### src/rtl/csr_idle_ctrl_if.sv
// csr_idle_ctrl_if: bundle between the IDLE sequencer and its CSR/pipeline peers.
//   master : drives IdleCommit, IdlePc, IntPending, PipeEmpty; observes status
//   slave  : the sequencer (csr_idle_ctrl)
// Optional: CSR_IDLE_CNT_EN adds IdleCycleCnt (CNT_W bits).
interface csr_idle_ctrl_if #(
    parameter int unsigned PC_W  = 32,
    parameter int unsigned CNT_W = 32
);
    logic            IdleCommit;
    logic [PC_W-1:0] IdlePc;
    logic            IntPending;
    logic            PipeEmpty;
    logic            IdleFlashAble;
    logic            IDleStopAble;
    logic            WakeValid;
    logic [PC_W-1:0] WakePc;
    logic            IdleBusy;
    logic            DrainTimeout;
`ifdef CSR_IDLE_CNT_EN
    logic [CNT_W-1:0] IdleCycleCnt;

    modport master (
        output IdleCommit, IdlePc, IntPending, PipeEmpty,
        input  IdleFlashAble, IDleStopAble, WakeValid, WakePc, IdleBusy, DrainTimeout,
        input  IdleCycleCnt
    );
    modport slave (
        input  IdleCommit, IdlePc, IntPending, PipeEmpty,
        output IdleFlashAble, IDleStopAble, WakeValid, WakePc, IdleBusy, DrainTimeout,
        output IdleCycleCnt
    );
`else
    modport master (
        output IdleCommit, IdlePc, IntPending, PipeEmpty,
        input  IdleFlashAble, IDleStopAble, WakeValid, WakePc, IdleBusy, DrainTimeout
    );
    modport slave (
        input  IdleCommit, IdlePc, IntPending, PipeEmpty,
        output IdleFlashAble, IDleStopAble, WakeValid, WakePc, IdleBusy, DrainTimeout
    );
`endif

    if (CNT_W == 0) begin : g_cnt_w_chk
        $error("csr_idle_ctrl_if: CNT_W must be at least 1");
    end
endinterface

### src/rtl/csr_idle_ctrl.sv
// csr_idle_ctrl: CSR-side sequencer for the LoongArch IDLE instruction.
//   On IDLE retirement it flushes younger work (IdleFlashAble), waits for the
//   pipeline to drain (bounded by DRAIN_MAX), stops the core (IDleStopAble) and
//   restarts it at IdlePc+4 with a one-cycle WakeValid pulse once an interrupt
//   is pending.
// Ports:
//   Clk   core clock
//   Rest  asynchronous active-low reset
//   bus   csr_idle_ctrl_if.slave
//         in : IdleCommit, IdlePc, IntPending, PipeEmpty
//         out: IdleFlashAble, IDleStopAble, WakeValid, WakePc, IdleBusy, DrainTimeout,
//              IdleCycleCnt (only with CSR_IDLE_CNT_EN)
// Optional feature macro: CSR_IDLE_CNT_EN (saturating count of STOP cycles).
// All outputs are decoded from registers only (Moore).
module csr_idle_ctrl #(
    parameter int unsigned PC_W      = 32,
    parameter int unsigned DRAIN_MAX = 64,
    parameter int unsigned CNT_W     = 32
) (
    input logic             Clk,
    input logic             Rest,
    csr_idle_ctrl_if.slave  bus
);
    localparam int unsigned DW = (DRAIN_MAX > 1) ? $clog2(DRAIN_MAX) : 1;

    typedef enum logic [1:0] {
        StRun   = 2'b00,
        StFlush = 2'b01,
        StStop  = 2'b10,
        StWake  = 2'b11
    } state_t;

    state_t          r_state;
    state_t          w_state_nxt;
    logic            w_timeout_set;
    logic            w_enter_flush;
    logic [PC_W-1:0] r_wake_pc;
    logic [DW-1:0]   r_drain_cnt;
    logic            r_drain_to;

    assign w_enter_flush = (r_state == StRun) && bus.IdleCommit;

    always_comb begin
        w_state_nxt   = r_state;
        w_timeout_set = 1'b0;
        unique case (r_state)
            StRun: begin
                if (bus.IdleCommit) w_state_nxt = StFlush;
            end
            StFlush: begin
                // A drained pipeline wins over the timeout in the same cycle.
                if (bus.PipeEmpty) begin
                    w_state_nxt = bus.IntPending ? StWake : StStop;
                end else if (r_drain_cnt == DW'(DRAIN_MAX - 1)) begin
                    w_state_nxt   = StStop;
                    w_timeout_set = 1'b1;
                end
            end
            StStop: begin
                if (bus.IntPending) w_state_nxt = StWake;
            end
            StWake: begin
                w_state_nxt = StRun;
            end
            default: w_state_nxt = StRun;
        endcase
    end

    always_ff @(posedge Clk or negedge Rest) begin
        if (!Rest) begin
            r_state     <= StRun;
            r_wake_pc   <= '0;
            r_drain_cnt <= '0;
            r_drain_to  <= 1'b0;
        end else begin
            r_state <= w_state_nxt;
            if (w_enter_flush) begin
                r_wake_pc   <= bus.IdlePc + PC_W'(4);
                r_drain_cnt <= '0;
            end else if (r_state == StFlush) begin
                // May wrap on the final FLUSH cycle; the value is unused after leaving FLUSH.
                r_drain_cnt <= r_drain_cnt + DW'(1);
            end
            if (w_timeout_set) r_drain_to <= 1'b1;
        end
    end

    assign bus.IdleFlashAble = (r_state == StFlush);
    assign bus.IDleStopAble  = (r_state == StStop);
    assign bus.WakeValid     = (r_state == StWake);
    assign bus.IdleBusy      = (r_state != StRun);
    assign bus.WakePc        = r_wake_pc;
    assign bus.DrainTimeout  = r_drain_to;

`ifdef CSR_IDLE_CNT_EN
    logic [CNT_W-1:0] r_idle_cnt;

    always_ff @(posedge Clk or negedge Rest) begin
        if (!Rest) begin
            r_idle_cnt <= '0;
        end else if (w_enter_flush) begin
            r_idle_cnt <= '0;
        end else if ((r_state == StStop) && (r_idle_cnt != {CNT_W{1'b1}})) begin
            r_idle_cnt <= r_idle_cnt + CNT_W'(1);
        end
    end

    assign bus.IdleCycleCnt = r_idle_cnt;
`endif

    if (DRAIN_MAX < 2 || PC_W < 3 || CNT_W == 0) begin : g_param_chk
        $error("csr_idle_ctrl: need DRAIN_MAX >= 2, PC_W >= 3, CNT_W >= 1");
    end
endmodule
### src/flat_wrapper.sv
// flat-port wrapper written by rule: the top's interface ports become plain ports
module csr_idle_ctrl_flat 
#(
    parameter int unsigned PC_W      = 32,
    parameter int unsigned DRAIN_MAX = 64,
    parameter int unsigned CNT_W     = 32
)
  (Clk, Rest, bus_IdleCommit, bus_IdlePc, bus_IntPending, bus_PipeEmpty, bus_IdleFlashAble, bus_IDleStopAble, bus_WakeValid, bus_WakePc, bus_IdleBusy, bus_DrainTimeout);
  csr_idle_ctrl_if #(.PC_W(PC_W), .CNT_W(CNT_W)) bus_i ();
  input logic Clk;
  input logic Rest;
  input wire logic [$bits(bus_i.IdleCommit)-1:0] bus_IdleCommit;
  input wire logic [$bits(bus_i.IdlePc)-1:0] bus_IdlePc;
  input wire logic [$bits(bus_i.IntPending)-1:0] bus_IntPending;
  input wire logic [$bits(bus_i.PipeEmpty)-1:0] bus_PipeEmpty;
  output wire logic [$bits(bus_i.IdleFlashAble)-1:0] bus_IdleFlashAble;
  output wire logic [$bits(bus_i.IDleStopAble)-1:0] bus_IDleStopAble;
  output wire logic [$bits(bus_i.WakeValid)-1:0] bus_WakeValid;
  output wire logic [$bits(bus_i.WakePc)-1:0] bus_WakePc;
  output wire logic [$bits(bus_i.IdleBusy)-1:0] bus_IdleBusy;
  output wire logic [$bits(bus_i.DrainTimeout)-1:0] bus_DrainTimeout;
  assign bus_i.IdleCommit = bus_IdleCommit;
  assign bus_i.IdlePc = bus_IdlePc;
  assign bus_i.IntPending = bus_IntPending;
  assign bus_i.PipeEmpty = bus_PipeEmpty;
  assign bus_IdleFlashAble = bus_i.IdleFlashAble;
  assign bus_IDleStopAble = bus_i.IDleStopAble;
  assign bus_WakeValid = bus_i.WakeValid;
  assign bus_WakePc = bus_i.WakePc;
  assign bus_IdleBusy = bus_i.IdleBusy;
  assign bus_DrainTimeout = bus_i.DrainTimeout;
  csr_idle_ctrl #(.PC_W(PC_W), .DRAIN_MAX(DRAIN_MAX), .CNT_W(CNT_W)) u_core (.Clk(Clk), .Rest(Rest), .bus(bus_i));
endmodule
### config.mk
export PLATFORM = sky130hd
export DESIGN_NAME = csr_idle_ctrl_flat
export DESIGN_NICKNAME = d
export VERILOG_FILES = /design/src/rtl/csr_idle_ctrl_if.sv /design/src/rtl/csr_idle_ctrl.sv /design/src/flat_wrapper.sv
export SDC_FILE = /design/constraint.sdc
export NUM_CORES = 1
export LEC_CHECK = 0
export BUFFER_PORTS_ARGS = -buffer_cell sky130_fd_sc_hd__buf_2
export CAP_MARGIN = 20
export CORE_MARGIN = 2
export CORE_UTILIZATION = 47
export CTS_CLUSTER_DIAMETER = 50
export DETAILED_ROUTE_END_ITERATION = 7
export PLACE_DENSITY = 0.75
export SLEW_MARGIN = 0
export SYNTH_ARGS = -nofsm -noshare
export SYNTH_HDL_FRONTEND = slang
export SYNTH_SLANG_ARGS = --single-unit
### constraint.sdc
create_clock -name Clk -period 2.4 [get_ports Clk]
set_clock_uncertainty 0.05 [all_clocks]
set_input_delay 0 -clock Clk [delete_from_list [all_inputs] [get_ports Clk]]
set_output_delay 0 -clock Clk [all_outputs]
set_load 0.01 [all_outputs]
==> key figures <==
GRT
  – Global-route usage over all layers: 21.82%
  – First-pass GRT wire length: 9135 um
  – Global route total overflow: 0
  – Vias in the first global route: 2,080
  – Largest net degree at the start of global routing: 42
  – Antenna violations before repair: 0

Pwr
  – Pwr dens: 954.4 nW/um^2
  – IR Drop Worst-Case VDD: 0.4445 mV
  – Leakage: 1.332 nW

Worst hold path
  – Hold/Removal Path Class: input port to flip-flop

Clock network
  – CTS Buf Count: 5
  – Clock tree from TritonCTS: yes
  – Post_cts resized: 0
  – CTS clk-pin slew, worst paths: 70 ps
  – Longest Clk Path Bufs: 2
  – H-tree depth: 2
  – TritonCTS Sinks: 41
  – CTS root buffer: clkbuf_8
  – Skew-Pair Late Insertion Delay: 290 ps

Status
  – Status: completed

STA
  – Tcrit/Tclk final: 93.38%
  – Final TNS setup: 0 ps
  – Hold violation count in the final report: 0
  – Max Slew Vio Count: 0
  – Relative slew slack: 40.99%
  – Clock period minus worst slack: 2241 ps
  – Min Hold Slack: 11.68 ps
  – Final setup vio count: 0
  – Slew at the pin with the worst max-slew slack: 885.1 ps
  – Max frequency: 446.2 MHz
  – RSZ-0062 raised after global routing: no

Finish
  – Final cell count without fillers: 398
  – Antenna fix cells: 0
  – Layout cells sized above 1: 25.58%
  – Synth-to-layout area growth: 29.06%
  – Nets@finish: 387
  – FILL cells: 429

Critical path
  – Worst setup path category: input port to flip-flop
  – Top Family by Delay on Critical Path: simple AND/OR/NAND/NOR gates
  – Crit path cell chain: dlygate4sd3_1 -> buf_2 -> ha_1 -> nand4_4 -> or4_1 -> or4_1 -> a31oi_1
  – CP endpoint kind: flip-flop
  – Worst Path Required: 2560 ps
  – Largest stage delay on the critical path: 640 ps
  – Cell repeated most along the worst path: or4_1
  – Crit start category: input port
  – CP Max Fanout: 7
  – CP max stage cell: or4_1
  – Buf/Inv on CP: 2
  – Critical Path AT: 2400 ps

Floorplanning
  – Std-Cell Rows: 25
  – Io pins: 74
  – Die ar.: 5429 sq um
  – Die width: 73.69 um
  – Die height: 73.69 um
  – Initial Util: 48.64%
  – Core ar.: 4692 sq um

Drt
  – Drt pass-1 iters: 5
  – Routed Antenna Nets: 0
  – Drt via density: 5.575
  – Iteration-0 DRC count of the detailed router: 121
  – Final wirelength: 5638 um
  – # DRC: 0
  – Vias: 2,219
  – Wire per inst: 14.17 um
  – Highest routed metal layer: met4
  – Routed length on met1: 2432 um
  – Met2 Routed Length: 2756 um
  – Routed length on met3: 262 um

Place
  – Placed Cells: 374
  – Post-DP HPWL: 4175 um
  – Placer Congestion: 0.7942
  – Port Buffer Count: 73

Yosys
  – Main synth FF type: dfrtp_1
  – Yosys reg bits: 41
  – Syn_nets: 298
  – Synth cell count leaders: 41 x dfrtp_1, 36 x nand2_1, 24 x o21ai_0, 22 x nor2_1
  – YS warnings: 0
  – Most area-hungry cell type in the Yosys netlist: dfrtp_1
  – Top post-synthesis cells by area: dfrtp_1 45%, nand2_1 5.9%, o21ai_0 5.3%
  – Asr flop ratio synth: 100.0%
  – Gate Count Post-Synth: 254
  – Cell with the most instances after synthesis: dfrtp_1
  – Yosys cell types: 34
  – Post-synth EDFFs: 0
  – Cell Area, Synth: 2282 sq um
  – Sequential fraction of the synthesis area: 44.96%
  – Average size of a mapped cell: 8.985 sq um
  – Top-area cell type share of the netlist area: 44.96%

Job
  – Max_cap viols: 0
[registers in the layout, indices dropped and copies added (netlist names)]
register                 flops
u_core.bus.DrainTimeout      1
u_core.bus.WakePc           32
u_core.r_drain_cnt           6
u_core.r_state               2
[cell families after synthesis]
kind of cell	after synthesis	synth area share (%)
fa+ha+maj	7	3.838
flops	41	44.96
compound gates	50	13.10
buf+inv	20	3.344
xor+xnor	19	7.292
mux	2	0.9320
simple gates	115	26.54
[layout make-up]
class	instances	area, sq um	area share [%]
Tap cell	54	67.56	2.294
Clock buffer	6	72.57	2.464
Clock inverter	2	10.01	0.3398
Multi-Input combinational cell	193	1180	40.06
Timing Repair Buffer	93	555.5	18.86
Inverter	9	33.78	1.147
Sequential cell	41	1026	34.83
[worst min-delay path, stage by stage]
cell and delay, ps:
buf_2 120, xnor2_1 120, o21ai_0 70
[final timing paths]
check                                        start                       to  slack, ps  cells past startpoint
max                                  bus_IdlePc[2]    u_core.bus.WakePc[26]        160                      7
min                                 bus_IdlePc[11]    u_core.bus.WakePc[11]         10                      3
max reg2reg                      u_core.r_state[0]    u_core.bus.WakePc[28]        640                      6
min reg2reg                u_core.bus.DrainTimeout  u_core.bus.DrainTimeout        420                      1
max in group asynchronous                     Rest    u_core.bus.WakePc[19]       1430                      2
min in group asynchronous                     Rest     u_core.bus.WakePc[0]        310                      2
[placed cells by master (no fill, tap or decap), types with 4 or more instances in the layout]
master and n:
buf_2 73, dfrtp_1 41, nand2_1 36, o21ai_0 24, nor2_1 22, dlygate4sd3_1 16
xnor2_1 13, a31oi_1 13, nand4_1 12, nand3_1 10, inv_1 9, or4_1 9
or3_1 8, ha_1 7, xor2_1 6, o31ai_1 5, clkbuf_8 5, nor4_1 4
buf_4 4
[layer usage]
layer	vias to the layer above	global-route usage, %
met3	15	3.567
met1	1028	27.94
met5	-	0
met4	0	12.53
met2	78	34.82
li1	1098	-
[per-stage QoR]
| step | power, mW | util (%) | cell area (sq um) | worst slack [ps] |
|---|---|---|---|---|
| 2_1_floorplan | 1.877 | - | 2282 | 670.0 |
| 3_5_place_dp | 2.390 | 57.60 | 2703 | 393.5 |
| 4_1_cts | 2.837 | 62.77 | 2945 | 176.4 |
| 5_1_grt | 3.050 | 62.77 | 2945 | 38.66 |
| 3_3_place_gp | 2.343 | 57.60 | 2703 | 463.1 |
| 6_report | 2.811 | 62.77 | 2945 | 159.0 |
[power by group]
part           switching, mW  internal, mW  total (mW)
clock                  0.225         0.201       0.426
sequential             0.196          1.00        1.20
combinational          0.664         0.523        1.19
total                   1.09          1.73        2.81
[timing repair]
item | 4_1_cts | 5_1_grt
buffers inserted | 0 | 0
endpoints found under the hold margin | 56 | 0
hold buffers | 16 | 0
Note: power is estimated with default switching activity, not from simulation.
